`config.mk`:
```
export PLATFORM = sky130hd
export DESIGN_NAME = cache_req_sequencer
export DESIGN_NICKNAME = d
export VERILOG_FILES = /design/src/rtl/cache_seq_pkg.sv /design/src/rtl/seq_req_fifo.sv /design/src/rtl/cache_req_sequencer.sv
export SDC_FILE = /design/constraint.sdc
export NUM_CORES = 1
export LEC_CHECK = 0
export ABC_AREA = 1
export BUFFER_PORTS_ARGS = -buffer_cell sky130_fd_sc_hd__buf_2
export CAP_MARGIN = 5
export CORE_ASPECT_RATIO = 1.25
export CORE_MARGIN = 5
export CORE_UTILIZATION = 45
export CTS_CLUSTER_DIAMETER = 40
export DETAILED_ROUTE_END_ITERATION = 6
export PLACE_DENSITY_LB_ADDON = 0.15
export SYNTH_ARGS = -nofsm -noshare
export SYNTH_HDL_FRONTEND = slang
export SYNTH_SLANG_ARGS = --single-unit
```
`constraint.sdc`:
```
create_clock -name clk -period 5.1 [get_ports clk]
set_clock_uncertainty 0.1 [all_clocks]
set_input_delay 0.51 -clock clk [delete_from_list [all_inputs] [get_ports clk]]
set_output_delay 0.51 -clock clk [all_outputs]
set_load 0.02 [all_outputs]
```
`src/rtl/cache_seq_pkg.sv`:
```
// Shared types for the cache request sequencer.
//   state_t : sequencer FSM states
//   req_t   : default-width request entry {addr, wdata, we}
// Build option: ALIGN_CHECK_EN (see cache_req_sequencer.sv).
package cache_seq_pkg;

  localparam int ADDR_W_DEF = 32;
  localparam int DATA_W_DEF = 32;

  typedef enum logic [1:0] {
    IDLE  = 2'd0,
    ISSUE = 2'd1,
    WAIT  = 2'd2,
    RESP  = 2'd3
  } state_t;

  typedef struct packed {
    logic [ADDR_W_DEF-1:0] addr;
    logic [DATA_W_DEF-1:0] wdata;
    logic                  we;
  } req_t;

endpackage

```
`src/rtl/seq_req_fifo.sv`:
```
// Synchronous request FIFO with no bypass.
// Ports:
//   clk, reset      : clock, synchronous active-high reset
//   push, wr_data   : write request and entry (ignored when full)
//   pop, rd_data    : read request and head entry (ignored when empty)
//   full, empty     : occupancy flags from registered count
//   count           : occupied entries, 0..DEPTH
// DEPTH must be a power of 2 and at least 2, so pointers wrap naturally.
module seq_req_fifo
  import cache_seq_pkg::*;
#(
  parameter int  DEPTH   = 4,
  parameter type entry_t = req_t
) (
  input  logic                   clk,
  input  logic                   reset,
  input  logic                   push,
  input  entry_t                 wr_data,
  input  logic                   pop,
  output entry_t                 rd_data,
  output logic                   full,
  output logic                   empty,
  output logic [$clog2(DEPTH):0] count
);

  localparam int PW = $clog2(DEPTH);

  entry_t          mem [DEPTH];
  logic   [PW-1:0] wr_ptr, rd_ptr;
  logic            do_push, do_pop;

  assign full    = (count == (PW+1)'(DEPTH));
  assign empty   = (count == '0);
  // A full FIFO refuses a push even when a pop frees a slot this cycle.
  assign do_push = push && !full;
  assign do_pop  = pop && !empty;
  assign rd_data = mem[rd_ptr];

  always_ff @(posedge clk) begin
    if (do_push) mem[wr_ptr] <= wr_data;
  end

  always_ff @(posedge clk) begin
    if (reset) begin
      wr_ptr <= '0;
      rd_ptr <= '0;
      count  <= '0;
    end else begin
      if (do_push) wr_ptr <= wr_ptr + PW'(1);
      if (do_pop)  rd_ptr <= rd_ptr + PW'(1);
      case ({do_push, do_pop})
        2'b10:   count <= count + (PW+1)'(1);
        2'b01:   count <= count - (PW+1)'(1);
        default: count <= count;
      endcase
    end
  end

endmodule

```
`src/rtl/cache_req_sequencer.sv`:
```
// Front-end for the direct-mapped cache: buffers load/store requests in a
// FIFO, issues them one at a time as a single-cycle access pulse, captures
// the cache's registered Data_Out/Hit_Miss and returns an in-order response.
// Ports:
//   clk, reset                         : clock, synchronous active-high reset
//   req_valid/req_ready/req_addr/req_wdata/req_we : request handshake
//   rsp_valid/rsp_ready/rsp_rdata/rsp_hit/rsp_err : response handshake
//   cache_access/cache_addr/cache_wdata/cache_we  : cache request side
//   cache_data_out/cache_hit_miss      : cache registered outputs
//   fifo_count                         : occupied FIFO entries
//   busy                               : FSM active or FIFO not empty
// Build option: define ALIGN_CHECK_EN to answer misaligned addresses with
// rsp_err=1 without touching the cache; otherwise rsp_err is tied 0.
module cache_req_sequencer
  import cache_seq_pkg::*;
#(
  parameter int FIFO_DEPTH = 4,
  parameter int ADDR_W     = ADDR_W_DEF,
  parameter int DATA_W     = DATA_W_DEF
) (
  input  logic                        clk,
  input  logic                        reset,
  input  logic                        req_valid,
  output logic                        req_ready,
  input  logic [ADDR_W-1:0]           req_addr,
  input  logic [DATA_W-1:0]           req_wdata,
  input  logic                        req_we,
  output logic                        rsp_valid,
  input  logic                        rsp_ready,
  output logic [DATA_W-1:0]           rsp_rdata,
  output logic                        rsp_hit,
  output logic                        rsp_err,
  output logic                        cache_access,
  output logic [ADDR_W-1:0]           cache_addr,
  output logic [DATA_W-1:0]           cache_wdata,
  output logic                        cache_we,
  input  logic [DATA_W-1:0]           cache_data_out,
  input  logic                        cache_hit_miss,
  output logic [$clog2(FIFO_DEPTH):0] fifo_count,
  output logic                        busy
);

  typedef struct packed {
    logic [ADDR_W-1:0] addr;
    logic [DATA_W-1:0] wdata;
    logic              we;
  } entry_t;

  state_t state, state_nxt;
  entry_t in_entry, head, hold;
  logic   full, empty, pop, misaligned, take;

  assign in_entry = '{addr: req_addr, wdata: req_wdata, we: req_we};

  seq_req_fifo #(
    .DEPTH   (FIFO_DEPTH),
    .entry_t (entry_t)
  ) u_fifo (
    .clk     (clk),
    .reset   (reset),
    .push    (req_valid),
    .wr_data (in_entry),
    .pop     (pop),
    .rd_data (head),
    .full    (full),
    .empty   (empty),
    .count   (fifo_count)
  );

  assign req_ready = !full;
  assign busy      = (state != IDLE) || !empty;

`ifdef ALIGN_CHECK_EN
  assign misaligned = (head.addr[1:0] != 2'b00);
`else
  assign misaligned = 1'b0;
`endif

  // Head entry leaves the FIFO this cycle.
  assign take = (state == IDLE) && !empty;

  always_ff @(posedge clk) begin
    if (reset) state <= IDLE;
    else       state <= state_nxt;
  end

  always_comb begin
    state_nxt    = state;
    pop          = 1'b0;
    cache_access = 1'b0;
    case (state)
      IDLE: begin
        if (!empty) begin
          pop       = 1'b1;
          // Misaligned entries skip the cache and answer directly.
          state_nxt = misaligned ? RESP : ISSUE;
        end
      end
      ISSUE: begin
        cache_access = 1'b1;
        state_nxt    = WAIT;
      end
      WAIT:    state_nxt = RESP;
      RESP:    if (rsp_ready) state_nxt = IDLE;
      default: state_nxt = IDLE;
    endcase
  end

  // The hold register drives the cache bus, so the request stays stable
  // from ISSUE through WAIT and keeps its last value afterwards.
  always_ff @(posedge clk) begin
    if (reset) begin
      hold      <= '0;
      rsp_valid <= 1'b0;
      rsp_rdata <= '0;
      rsp_hit   <= 1'b0;
    end else begin
      if (take && !misaligned) hold <= head;
      if (take && misaligned) begin
        rsp_valid <= 1'b1;
        rsp_rdata <= '0;
        rsp_hit   <= 1'b0;
      end
      // Cache outputs were registered at the ISSUE edge; capture them now.
      if (state == WAIT) begin
        rsp_valid <= 1'b1;
        rsp_rdata <= cache_data_out;
        rsp_hit   <= cache_hit_miss;
      end
      if (state == RESP && rsp_ready) rsp_valid <= 1'b0;
    end
  end

`ifdef ALIGN_CHECK_EN
  always_ff @(posedge clk) begin
    if (reset)                  rsp_err <= 1'b0;
    else if (take)              rsp_err <= misaligned;
    else if (state == WAIT)     rsp_err <= 1'b0;
  end
`else
  assign rsp_err = 1'b0;
`endif

  assign cache_addr  = hold.addr;
  assign cache_wdata = hold.wdata;
  assign cache_we    = hold.we;

endmodule

```
Word-level counts from Yosys, hierarchy flattened:

Memories as Yosys holds them, arrays and structs flattened. A register that Yosys moved wholly into a read port is not among the register bits.
Index checks and enable logic that the tools add are counted.

* RAM bits: 260
* bits of input ports: 102
* memories kept: 1
* logic and storage cells: 42
* register bits: 43
* output and inout bits: 106

Memories
* u_fifo.mem: depth 4, bits a word 65, read ports 1, clocked after Yosys merged registers in 1, wr ports 1, line seq_req_fifo.sv:28 `entry_t mem [DEPTH];`

* add/subtract/negate cells: 4
* equality and inequality tests: 8
* reduce and logical (&&, ||, !) cells: 13
* muxes and demuxes: 9

Operators by type and width (number)
* case mux 2 bit (4 select lines): 1
* equality test 2 bit (second input constant): 3
* case mux 3 bit (2 select lines): 1
* two-way mux 1 bit: 5
* adder 2 x 1 -> 2 bit (second input constant): 2
* equality test 2 x 1 -> 1 bit (second input constant): 2
* logical AND 1 bit: 4
* two-way mux 2 bit: 2
* != test 2 bit (second input constant): 2
* nonzero test 2 bit: 2
* adder 3 x 1 -> 3 bit (second input constant): 1
* equality test 3 bit (second input constant): 1
* logical NOT 3 bit: 1
* subtractor 3 x 1 -> 3 bit (second input constant): 1
* logical NOT 1 bit: 2
* logical NOT 2 bit: 1
* AND reduction 2 bit: 1
* OR reduction 2 bit: 1
* logical OR 1 bit: 1

Longest topological paths before layout:

* depth after elaboration: 6
* mapped depth: 12
* mapped depth without buffers: 11

By module:

A second synthesis with hierarchy kept.

* cells, all modules: 1155
* area, all modules: 14066.0 um^2

Modules (own cells, without submodules)
* seq_req_fifo: cells each 699, area each 10443.8 um^2, times used 1, seq. area each 7987.7 um^2
* cache_req_sequencer: cells each 456, area each 3622.2 um^2, times used 1, seq. area each 2021.9 um^2

Least setup slack after synthesis:

OpenSTA, ideal clock, no wires.

* kind: register to register
* from: register u_fifo.count[0]
* to: memory u_fifo.mem[0][0] (netlist name), enable pin
* path buffers: 0
* required time: 4.511 ns
* stages on the path, launching flop included: 5
* library setup time: 0.489 ns
* clock period less this slack: 4.349 ns
* data arrival time: 3.760 ns
* slack: 0.751 ns
* cells stage by stage: dfxtp_1 -> nor2_2 -> nand2_1 -> nand2_1 -> nor2_1

* word-level cells in the longest chain between the ends: 5

Ends and longest elaborated chain
* from (decl): line seq_req_fifo.sv:23 `output logic [$clog2(DEPTH):0] count`
* from (signal assigned): line seq_req_fifo.sv:52 `2'b10: count <= count + (PW+1)'(1);`
* from (signal assigned): line seq_req_fifo.sv:53 `2'b01: count <= count - (PW+1)'(1);`
* from (signal assigned): line seq_req_fifo.sv:54 `default: count <= count;`
* equality test 3 bit: line seq_req_fifo.sv:32 `assign full = (count == (PW+1)'(DEPTH));`
* logical NOT 1 bit
* net req_ready: line cache_req_sequencer.sv:24 `output logic req_ready,`
* logical AND 1 bit: line seq_req_fifo.sv:35 `assign do_push = push && !full;`
* two-way mux 1 bit: line seq_req_fifo.sv:40 `if (do_push) mem[wr_ptr] <= wr_data;`
* two-way mux 1 bit (implied by the code): line seq_req_fifo.sv:40
* to (decl): line seq_req_fifo.sv:28

The timed path passes the listed nets, and every way through them passes these cells.

Worst setup path after layout:

* from: register u_fifo.count[0]
* to: memory u_fifo.mem[1][42] (netlist name), enable pin

* word-level cells in the longest chain between the ends: 5

Ends and longest elaborated chain (line)
* equality test 3 bit: seq_req_fifo.sv:32
* logical NOT 1 bit: seq_req_fifo.sv:35
* logical AND 1 bit: seq_req_fifo.sv:35
* two-way mux 1 bit: seq_req_fifo.sv:40
* two-way mux 1 bit (implied by the code): seq_req_fifo.sv:40

Every way passes these cells.

==> key figures <==
Clock tree
  – Clock Pin Slew Worst Setup and Hold Paths: 0.06 ns
  – # resized after CTS: 0
  – Clock Latency Late Sink: ~0.53 ns
  – Clock root buffer: clkbuf_16
  – CTS max path bufs: 3
  – Clock Sinks: 368
  – CTS tree: built
  – Hold_buf cts: 0
  – Num CTS Buffers: 45
  – CTS HTree Levels: 2
  – Postcts setup bufs: 0

Detailed routing
  – Detailed Routing Iterations Pass 1: 5
  – Routed WL: 33980 um
  – DRT iter0 DRCs: 530
  – Antenna Nets Post-Route: 0
  – Mean routed wirelength per cell: 14.71 um
  – Vias: 10704
  – Vias per cell: 4.634
  – Remaining DRCs: 0

Final layout
  – Fillers: 2979
  – Commonest non-fill, non-tap cell in the layout: nand2_1
  – Share of cells above drive strength 1: 16.07%
  – Layout area overhead: 18.02%
  – Layout Cells excl Fill: 2310
  – Most frequent cells in the layout: nand2_1, inv_1, edfxtp_1, buf_2, nor2_1
  – Layout net count: 1965

Run status
  – Outcome: finished clean

STA
  – Fmax: 364.5 MHz
  – Final Cycle Share: a little over half
  – Final setup vio count: 0
  – Fin. max-slew vios: 0
  – Unrepaired setup endpoints after global routing: no
  – Slew HR: ~20%
  – Final WS setup: ~2.4 ns
  – Worst slew pin tran: 1.191 ns
  – Setup_tns: 0 ns
  – Number of hold violations in the final report: 0
  – Final Critical Period: 2.743 ns

Pwr
  – Internal power: 0.006450 W
  – Net load switching power: 0.003353 W
  – VDD IR-drop max: 0.2191 mV
  – Switch share: 34.21%
  – Pwr dens: 542.1 mW/mm^2
  – Gate power share: 27.5%
  – Clock Power Share: ~32%
  – Overall Power: 0.009803 W
  – P_leak: ~8.7 nW
  – Share of power burned in registers: roughly 40%

Die
  – Core area: 0.03359 sq mm
  – Die height: 216.3 um
  – Die area: 0.03786 sq mm
  – Die X: 175.0 um
  – # IOs: 208
  – Starting density of the core: 45.61%
  – # rows: 75

Global routing
  – Largest net degree at the start of global routing: 96
  – Tot GR Track Use: 17.72%
  – Total grt overflow: 0
  – Number of global-route vias before repair: 10285
  – Antenna violations before repair: 3
  – First-pass GRT wire length: 54030 um

Logic synthesis
  – Avg Synthesized Cell Area: 9.214 sq um
  – Cell area after synthesis: 0.01532 sq mm
  – Synthesized flop and latch total: 368
  – Yosys cell types: 22
  – Synth area leaders: edfxtp_1, dfxtp_1, nand2_1
  – YS warnings: 0
  – Post-synth top area share: 50.96%
  – Sequential element share of the synthesized area: 65.07%
  – Syn nets: 1776
  – Cells after Synth: 1663
  – Synth area leader: edfxtp_1

Placement
  – DP Worst Slack: between 2 and 2.5 ns
  – Placed cell count: 2228
  – Hpwl dp: approximately 20000 um
  – I/O Buffers: 206
  – GPL Wtd Cong: 0.7432

Critical path
  – CP Class: reg2reg
  – CP endpoint kind: register
  – Crit Path Max Fanout: 34
  – Worst Path Arrival: between 2 and 3 ns
  – Critical Path Source Type: register
  – Critical Path RT: 5.21 ns

Job
  – Max-Cap Viols: 0

Hold path
  – Worst min path class: in2reg
[cells in the mapped netlist]
library cell	number
nor2_1	209
buf_4	23
nand2_2	1
clkbuf_1	23
o21ai_0	36
o21ai_1	1
buf_6	4
dfxtp_1	108
nand2_1	469
a21oi_1	6
ha_1	10
nand3_1	137
inv_2	1
conb_1	1
edfxtp_1	260
nor2_2	1
fa_1	1
clkbuf_2	1
buf_2	26
a31oi_1	1
xor2_1	1
inv_1	343
[state kept, by name (all words and copies together), names as in the netlist]
signal,cells
state,2
cache_addr,32
u_fifo.mem,260
rsp_rdata,32
cache_wdata,32
u_fifo.rd_ptr,2
u_fifo.count,3
cache_we,1
u_fifo.wr_ptr,2
rsp_valid,1
rsp_hit,1
[per-layer routing]
metal  wire length [um]  track usage, %
met5                  0               0
met4                782           5.345
met3               1701           3.294
met2              16720           31.56
met1              14780           21.98
[critical path: stages, from the launching register on]
cell     delay (ns)
dfxtp_1        0.41
nor2_2         0.09
nand2_1        0.11
nand2_1        0.29
nor2_4         0.99
buf_4          0.43
[cells by family after synthesis]
| group | count (synthesis) | share of synthesized area (%) |
|---|---|---|
| AND/OR/NAND/NOR | 817 | 21.17 |
| other | 1 | 0.02447 |
| XOR/XNOR | 1 | 0.05717 |
| adder cells (fa/ha/maj) | 11 | 0.9473 |
| AO/OA/AOI/OAI | 44 | 1.445 |
| buffers and inverters | 421 | 11.29 |
| flip-flops | 368 | 65.07 |
[metrics by stage]
step                utilization (%)  hold WS, ns  instance area [sq um]
floorplan                         -       0.3680                  15320
global placement              49.37       0.3726                  16590
detailed placement            49.37       0.3821                  16590
CTS                           53.82      0.03949                  18080
global route                  53.82      0.06301                  18080
finish                        53.83      0.06623                  18080
[power groups by stage]
stage / combinational [W] / clock (W) / sequential [W]
after floorplan: 0.00181 / 0 / 0.00421
after global placement: 0.00272 / 0 / 0.00402
after detailed placement: 0.00274 / 0 / 0.00403
after CTS: 0.00275 / 0.00322 / 0.00397
after global routing: 0.00310 / 0.00335 / 0.00402
final: 0.00270 / 0.00314 / 0.00397
[final timing paths]
path,from,end,slack [ns],cells past startpoint
max,u_fifo.count[0],u_fifo.mem[1][42],2.36,5
min,rsp_ready,rsp_valid,0.07,2
max reg2reg,u_fifo.count[0],u_fifo.mem[1][42],2.36,5
min reg2reg,rsp_rdata[12],rsp_rdata[12],0.40,2
[area by class of cell]
cell class / instances / area, sq um / area share [%]
antenna: 1 / 2.502 / 0.01384
clock buffer: 57 / 1226 / 6.781
clock inverter: 24 / 267.8 / 1.481
inverter: 344 / 1295 / 7.161
multi-input combinational: 874 / 3657 / 20.22
sequential: 368 / 9977 / 55.17
tap: 423 / 529.3 / 2.927
timing repair buffer: 219 / 1129 / 6.241
(Power assumes the default switching activity.)
